[src/rtl/exception_vector_unit_if.sv]
// Bundles the exception flags, vector-fetch memory port and PC-select outputs of the exception vector unit.
// The master modport is the datapath/memory side; the slave modport is the unit itself.
interface exception_vector_unit_if;
  logic        exc_opcode;
  logic        exc_overflow;
  logic        exc_div0;
  logic [31:0] epc_in;
  logic [31:0] mem_data_in;
  logic [31:0] mem_addr;
  logic        mem_rd;
  logic        mem_addr_sel;
  logic [31:0] epc_out;
  logic [1:0]  cause;
  logic [31:0] handler_addr;
  logic [1:0]  ex_control;
  logic        pc_write;
  logic        busy;

  modport master (
    output exc_opcode, exc_overflow, exc_div0, epc_in, mem_data_in,
    input  mem_addr, mem_rd, mem_addr_sel, epc_out, cause, handler_addr,
           ex_control, pc_write, busy
  );

  modport slave (
    input  exc_opcode, exc_overflow, exc_div0, epc_in, mem_data_in,
    output mem_addr, mem_rd, mem_addr_sel, epc_out, cause, handler_addr,
           ex_control, pc_write, busy
  );
endinterface

[src/rtl/exception_vector_unit.sv]
// MIPS multicycle exception entry: latch EPC/cause, fetch the vector byte, strobe the PC load; MEM_LATENCY+2 cycles busy.
// No backpressure: flags are sampled only in IDLE and ignored (not queued) while busy; all outputs are registered.
module exception_vector_unit #(
  parameter int VEC_OPCODE   = 253,
  parameter int VEC_OVERFLOW = 254,
  parameter int VEC_DIV0     = 255,
  parameter int MEM_LATENCY  = 2
) (
  input logic                    clk,
  input logic                    reset,
  exception_vector_unit_if.slave bus
);

  localparam logic [1:0] S_IDLE = 2'd0;
  localparam logic [1:0] S_SAVE = 2'd1;
  localparam logic [1:0] S_WAIT = 2'd2;
  localparam logic [1:0] S_JUMP = 2'd3;

  localparam logic [2:0] CNT_LOAD = 3'(MEM_LATENCY - 1);

  logic [1:0]  state_q, state_d;
  logic [2:0]  cnt_q, cnt_d;
  logic [31:0] mem_addr_q, mem_addr_d;
  logic        mem_rd_q, mem_rd_d;
  logic        mem_addr_sel_q, mem_addr_sel_d;
  logic [31:0] epc_q, epc_d;
  logic [1:0]  cause_q, cause_d;
  logic [31:0] handler_q, handler_d;
  logic [1:0]  ex_control_q, ex_control_d;
  logic        pc_write_q, pc_write_d;
  logic        busy_q, busy_d;

  logic        any_exc;
  logic [1:0]  new_cause;
  logic [31:0] new_vec;
  logic        unused_mem_bits;

  assign unused_mem_bits = ^bus.mem_data_in[31:8];
  assign any_exc = bus.exc_opcode | bus.exc_overflow | bus.exc_div0;

  // Fixed priority: opcode > overflow > div0.
  always_comb begin
    new_cause = 2'b00;
    new_vec   = 32'd0;
    if (bus.exc_opcode) begin
      new_cause = 2'b01;
      new_vec   = 32'(VEC_OPCODE);
    end else if (bus.exc_overflow) begin
      new_cause = 2'b10;
      new_vec   = 32'(VEC_OVERFLOW);
    end else if (bus.exc_div0) begin
      new_cause = 2'b11;
      new_vec   = 32'(VEC_DIV0);
    end
  end

  always_comb begin
    state_d        = state_q;
    cnt_d          = cnt_q;
    mem_addr_d     = mem_addr_q;
    mem_rd_d       = 1'b0;
    mem_addr_sel_d = mem_addr_sel_q;
    epc_d          = epc_q;
    cause_d        = cause_q;
    handler_d      = handler_q;
    ex_control_d   = 2'b00;
    pc_write_d     = 1'b0;
    busy_d         = busy_q;

    case (state_q)
      S_IDLE: begin
        busy_d         = 1'b0;
        mem_addr_sel_d = 1'b0;
        if (any_exc) begin
          epc_d          = bus.epc_in;
          cause_d        = new_cause;
          mem_addr_d     = new_vec;
          mem_rd_d       = 1'b1;
          mem_addr_sel_d = 1'b1;
          busy_d         = 1'b1;
          state_d        = S_SAVE;
        end
      end
      S_SAVE: begin
        cnt_d   = CNT_LOAD;
        state_d = S_WAIT;
      end
      S_WAIT: begin
        if (cnt_q == 3'd0) begin
          handler_d      = {24'd0, bus.mem_data_in[7:0]};
          ex_control_d   = 2'b01;
          pc_write_d     = 1'b1;
          mem_addr_sel_d = 1'b0;
          state_d        = S_JUMP;
        end else begin
          cnt_d = cnt_q - 3'd1;
        end
      end
      S_JUMP: begin
        busy_d  = 1'b0;
        state_d = S_IDLE;
      end
      default: begin
        busy_d         = 1'b0;
        mem_addr_sel_d = 1'b0;
        state_d        = S_IDLE;
      end
    endcase
  end

  always_ff @(posedge clk or negedge reset) begin
    if (!reset) begin
      state_q        <= S_IDLE;
      cnt_q          <= 3'd0;
      mem_addr_q     <= 32'd0;
      mem_rd_q       <= 1'b0;
      mem_addr_sel_q <= 1'b0;
      epc_q          <= 32'd0;
      cause_q        <= 2'b00;
      handler_q      <= 32'd0;
      ex_control_q   <= 2'b00;
      pc_write_q     <= 1'b0;
      busy_q         <= 1'b0;
    end else begin
      state_q        <= state_d;
      cnt_q          <= cnt_d;
      mem_addr_q     <= mem_addr_d;
      mem_rd_q       <= mem_rd_d;
      mem_addr_sel_q <= mem_addr_sel_d;
      epc_q          <= epc_d;
      cause_q        <= cause_d;
      handler_q      <= handler_d;
      ex_control_q   <= ex_control_d;
      pc_write_q     <= pc_write_d;
      busy_q         <= busy_d;
    end
  end

  assign bus.mem_addr     = mem_addr_q;
  assign bus.mem_rd       = mem_rd_q;
  assign bus.mem_addr_sel = mem_addr_sel_q;
  assign bus.epc_out      = epc_q;
  assign bus.cause        = cause_q;
  assign bus.handler_addr = handler_q;
  assign bus.ex_control   = ex_control_q;
  assign bus.pc_write     = pc_write_q;
  assign bus.busy         = busy_q;

endmodule

[src/flat_wrapper.sv]
// flat-port wrapper written by rule: the top's interface ports become plain ports
module exception_vector_unit_flat 
#(
  parameter int VEC_OPCODE   = 253,
  parameter int VEC_OVERFLOW = 254,
  parameter int VEC_DIV0     = 255,
  parameter int MEM_LATENCY  = 2
)
  (clk, reset, bus_exc_opcode, bus_exc_overflow, bus_exc_div0, bus_epc_in, bus_mem_data_in, bus_mem_addr, bus_mem_rd, bus_mem_addr_sel, bus_epc_out, bus_cause, bus_handler_addr, bus_ex_control, bus_pc_write, bus_busy);
  exception_vector_unit_if bus_i ();
  input logic clk;
  input logic reset;
  input wire logic [$bits(bus_i.exc_opcode)-1:0] bus_exc_opcode;
  input wire logic [$bits(bus_i.exc_overflow)-1:0] bus_exc_overflow;
  input wire logic [$bits(bus_i.exc_div0)-1:0] bus_exc_div0;
  input wire logic [$bits(bus_i.epc_in)-1:0] bus_epc_in;
  input wire logic [$bits(bus_i.mem_data_in)-1:0] bus_mem_data_in;
  output wire logic [$bits(bus_i.mem_addr)-1:0] bus_mem_addr;
  output wire logic [$bits(bus_i.mem_rd)-1:0] bus_mem_rd;
  output wire logic [$bits(bus_i.mem_addr_sel)-1:0] bus_mem_addr_sel;
  output wire logic [$bits(bus_i.epc_out)-1:0] bus_epc_out;
  output wire logic [$bits(bus_i.cause)-1:0] bus_cause;
  output wire logic [$bits(bus_i.handler_addr)-1:0] bus_handler_addr;
  output wire logic [$bits(bus_i.ex_control)-1:0] bus_ex_control;
  output wire logic [$bits(bus_i.pc_write)-1:0] bus_pc_write;
  output wire logic [$bits(bus_i.busy)-1:0] bus_busy;
  assign bus_i.exc_opcode = bus_exc_opcode;
  assign bus_i.exc_overflow = bus_exc_overflow;
  assign bus_i.exc_div0 = bus_exc_div0;
  assign bus_i.epc_in = bus_epc_in;
  assign bus_i.mem_data_in = bus_mem_data_in;
  assign bus_mem_addr = bus_i.mem_addr;
  assign bus_mem_rd = bus_i.mem_rd;
  assign bus_mem_addr_sel = bus_i.mem_addr_sel;
  assign bus_epc_out = bus_i.epc_out;
  assign bus_cause = bus_i.cause;
  assign bus_handler_addr = bus_i.handler_addr;
  assign bus_ex_control = bus_i.ex_control;
  assign bus_pc_write = bus_i.pc_write;
  assign bus_busy = bus_i.busy;
  exception_vector_unit #(.VEC_OPCODE(VEC_OPCODE), .VEC_OVERFLOW(VEC_OVERFLOW), .VEC_DIV0(VEC_DIV0), .MEM_LATENCY(MEM_LATENCY)) u_core (.clk(clk), .reset(reset), .bus(bus_i));
endmodule
[config.mk]
export PLATFORM = sky130hd
export DESIGN_NAME = exception_vector_unit_flat
export DESIGN_NICKNAME = d
export VERILOG_FILES = /design/src/rtl/exception_vector_unit_if.sv /design/src/rtl/exception_vector_unit.sv /design/src/flat_wrapper.sv
export SDC_FILE = /design/constraint.sdc
export NUM_CORES = 1
export LEC_CHECK = 0
export CAP_MARGIN = 20
export CORE_ASPECT_RATIO = 0.75
export CORE_MARGIN = 2
export CORE_UTILIZATION = 41
export CTS_BUF_LIST = sky130_fd_sc_hd__clkbuf_4 sky130_fd_sc_hd__clkbuf_8
export DETAILED_ROUTE_END_ITERATION = 12
export GPL_ROUTABILITY_DRIVEN = 0
export MAX_ROUTING_LAYER = met4
export PLACE_DENSITY_LB_ADDON = 0.2
export SYNTH_ARGS = -nofsm -noshare
export SYNTH_HDL_FRONTEND = slang
export SYNTH_SLANG_ARGS = --single-unit
[constraint.sdc]
create_clock -name clk -period 2.77 [get_ports clk]
set_clock_uncertainty 0.05 [all_clocks]
set_input_delay 0.554 -clock clk [delete_from_list [all_inputs] [get_ports clk]]
set_output_delay 0.554 -clock clk [all_outputs]
set_load 0.02 [all_outputs]
* Yosys cells after proc, flatten, opt, wreduce, memory -nomap -nowiden
Cells that the tools add are included.
** Storage, ports and cells
- Register bits :: 85
- Input port bits :: 69
- Output and inout bits :: 104
- Logic and storage cells :: 50
** Operators by class
- Add/sub/neg operators :: 1
- Eq/ne operators :: 6
- Mux-type cells :: 20
- Bitwise gates (word level) :: 2
- Reductions and logical operators :: 10
** Operator list (count)
- 2-to-1 mux 32 bit :: 2
- 2-to-1 mux 2 bit :: 6
- AND reduction 2 bit :: 5
- 2-to-1 mux 8 bit :: 1
- one-hot mux 2 bit (4 select lines) :: 1
- 2-to-1 mux 1 bit :: 6
- one-hot mux 3 bit (2 select lines) :: 1
- nonzero test 2 bit :: 3
- == test 2 bit, second input constant :: 2
- != test 2 x 1 -> 1 bit, second input constant :: 2
- one-hot mux 1 bit (2 select lines) :: 2
- logical NOT 3 bit :: 1
- 2-to-1 mux 3 bit :: 1
- subtractor 3 x 1 -> 3 bit, second input constant :: 1
- == test 2 x 1 -> 1 bit, second input constant :: 1
- logical NOT 2 bit :: 1
- != test 2 bit, second input constant :: 1
- bitwise OR 1 bit :: 2

* Logic depth before layout (Yosys ltp)
- Depth in word-level cells :: 4
- Gate-level depth with buffers :: 6

* Least setup slack after synthesis
No wires, ideal clock.
- Kind :: in2reg
- Start point :: input bus_exc_div0
- End point :: register u_core.epc_q[0], in the netlist u_core.bus.epc_out[0]
- Arrival time :: 1.465 ns
- Required time :: 2.595 ns
- Path slack :: 1.130 ns
- Stages :: 5
- Path buffers :: 2
- Cell sequence :: nor3_4 -> nand2b_4 -> buf_12 -> buf_12 -> mux2_4
** On the way
- Word-level cells in the longest chain between the ends :: 2
** RTL lines
- start, declared :: RTL line flat_wrapper.sv:15 : input wire logic [$bits(bus_i.exc_div0)-1:0] bus_exc_div0;
- bitwise OR 1 bit :: RTL line exception_vector_unit.sv:39 : assign any_exc = bus.exc_opcode | bus.exc_overflow | bus.exc_div0;
- AND reduction 2 bit (no line)
- end signal, assigned :: RTL line exception_vector_unit.sv:130 : epc_q <= epc_d;
- end, declared :: RTL line exception_vector_unit.sv:26 : logic [31:0] epc_q, epc_d;
Every way passes these cells.
A chain may end at the register's enable or synchronous reset.

* Final worst setup path
- Start point :: input bus_exc_div0
- End point :: register u_core.epc_q[21], in the netlist u_core.bus.epc_out[21]
Same word-level chain as after synthesis.

==> metrics <==
Post-DP Area 3500 µm²; DR iter-0 viols 22; # rows 25; Worst Setup SP bus_exc_div0; Clk Latency, worst-skew pair 0.29 ns; IO Pins 173; Final Cycle Share 72.1%; Area growth, synth to finish 33.2%; Final Util 56.6%; synthesized area 2700 µm²; post-DP HPWL 3630 µm; commonest cells after routing, fill and taps aside clkdlybuf4s50_1, dfrtp_1, conb_1, mux2_4, mux2_2; post-cts hold buffer count 0; Max Slew Vio Count 0; Initial DRT Pass Iterations 4; DR DRC count 0; dpl ws 0.445 ns; layout cells sized above 1 16.9%; vias in the first global route 1496; # diodes 0; Critical Path Fanout Max 14; Max clock buf depth 2; commonest non-fill, non-tap cell in the layout clkdlybuf4s50_1; RSZ-0062 raised after global routing no; Core ar. 6350 µm²; Avg WL per Cell 12.8 µm; CP peak stage delay 0.48 ns; Power, Total 4.22 mW; vias per cell 4.19; critical setup path kind in -> reg; die width 97.7 µm; post-route setup TNS 0 ns; Fin. Hold Viols 0; GRT Residual Overflow 0; post-synthesis sequential area ratio 48.2%; status completed; Synthesis Warnings 0; Yosys reg bits 52; Vias 1577; VDD IR max 0.000579 V; GR Util All Layers 13.6%; Initial Util 42.5%; synth unique cells 30; CTS buffer count 5; root buf cell clkbuf_8; Clock transition at path regs 0.09 ns; Highest Clock Rate 501 MHz; initial antenna violation count 0; setup bufs post-CTS 0; antenna-violating nets left 0; reg-to-reg startpoint u_core.state_q[0]; crit path capture u_core.bus.epc_out[21]; Layout Cells excl Fill 376; R2R cell count 4; first-pass GRT wire length 7490 µm; PnR worst setup slack 0.773 ns; I/O Buffers 99; Post-Place Cells 368; Worst Setup Start Kind input port; Crit-path slowest cell clkdlybuf4s50_1; Final Net Count 370; hold slack 0.0370 ns; max_cap viols 0; Critical Path End Type flip-flop; Max H-tree Level 2; slack of the worst reg-to-reg path 0.82 ns; Crit path arrival time 2.13 ns; Hold Crit Class in -> async; worst path cell trace clkdlybuf4s50_1, nor3_4, nand2b_4, buf_4, mux2_4; design area 3590 µm²; Worst EP required 2.90 ns; Lkg Pwr 1.70 nW; worst r2r dst u_core.bus.handler_addr[1]; Final min period 2.00 ns; CTS tree built; PwrDens 1170 nW/µm²; CTS Sinks 52; DIE AREA 7250 µm²; largest net degree at the start of global routing 47; syn avg cell area 13.6 µm²; Syn Inst Count 199; Die Ht 74.3 µm; total routed wirelength 4800 µm; Resized cells post-CTS 0; final number of setup-violating endpoints 0
layout make-up:
class / count / area, µm²
Fill cell: 559 / 2760
Sequential cell: 52 / 1300
Multi-Input combinational cell: 126 / 1040
Timing Repair Buffer: 102 / 1030
Tap cell: 81 / 101
Clock buffer: 6 / 82.6
Inverter: 7 / 26.3
Clock inverter: 2 / 10.0
worst max-delay path: cells and delay by family:
family | cells | cell delay (ns)
mux | 1 | 0.33
simple gates | 2 | 0.48
buf+inv | 2 | 0.76
sequential cells by signal, summed over array words and instances, names as in the netlist:
name / flops
u_core.bus.epc_out: 32
u_core.bus.handler_addr: 8
u_core.cnt_q: 3
u_core.bus.mem_addr: 2
u_core.state_q: 2
u_core.bus.busy: 1
u_core.bus.cause: 1
u_core.bus.mem_addr_sel: 1
u_core.bus.mem_rd: 1
u_core.bus.pc_write: 1
kinds of logic after synthesis:
kind of cell | share of synthesized area (%)
adder cells (fa/ha/maj) | 3.25
multiplexers | 22.0
other | 0.139
AND/OR/NAND/NOR | 3.38
AO/OA/AOI/OAI | 2.78
buffers and inverters | 19.9
flip-flops | 48.2
XOR/XNOR | 0.325
routing by layer:
metal  track usage [%]  routed length [µm]
met4              2.31                  12
met3              5.08                 419
met2              19.9                2120
met5                 -                   0
met1              18.4                2250
Yosys cell counts (all sizes together):
cell type	n	area, µm²
a21oi	2	10.0
a22o	1	8.76
a22oi	2	15.0
a2bb2oi	1	8.76
a31oi	1	6.26
buf	61	508
clkbuf	1	3.75
conb	1	3.75
dfrtp	52	1300
ha	7	87.6
inv	7	26.3
mux2	41	563
mux2i	3	30.0
nand2	2	7.51
nand2b	4	32.5
nand3b	1	7.51
nor2	4	15.0
nor3	2	21.3
nor3b	1	7.51
o21ai	2	10.0
o22a	1	8.76
o31ai	1	7.51
xnor2	1	8.76
power by group:
group,switching (mW),internal (mW)
registers,0.212,1.14
logic,1.11,1.32
clock network,0.233,0.200
total,1.55,2.67
how the worst min path moves through the flow:
stage | end | start | cells past startpoint | slack [ns]
6_report | u_core.bus.epc_out[18] | reset | 1 | 0.04
5_1_grt | u_core.bus.epc_out[15] | reset | 1 | 0.03
4_1_cts | u_core.bus.epc_out[18] | reset | 1 | 0.03
3_5_place_dp | u_core.bus.epc_out[18] | reset | 1 | 0.36
3_3_place_gp | u_core.bus.epc_out[15] | reset | 1 | 0.35
2_1_floorplan | u_core.bus.busy | reset | 0 | 0.21
Note: power is estimated with default switching activity, not from simulation.
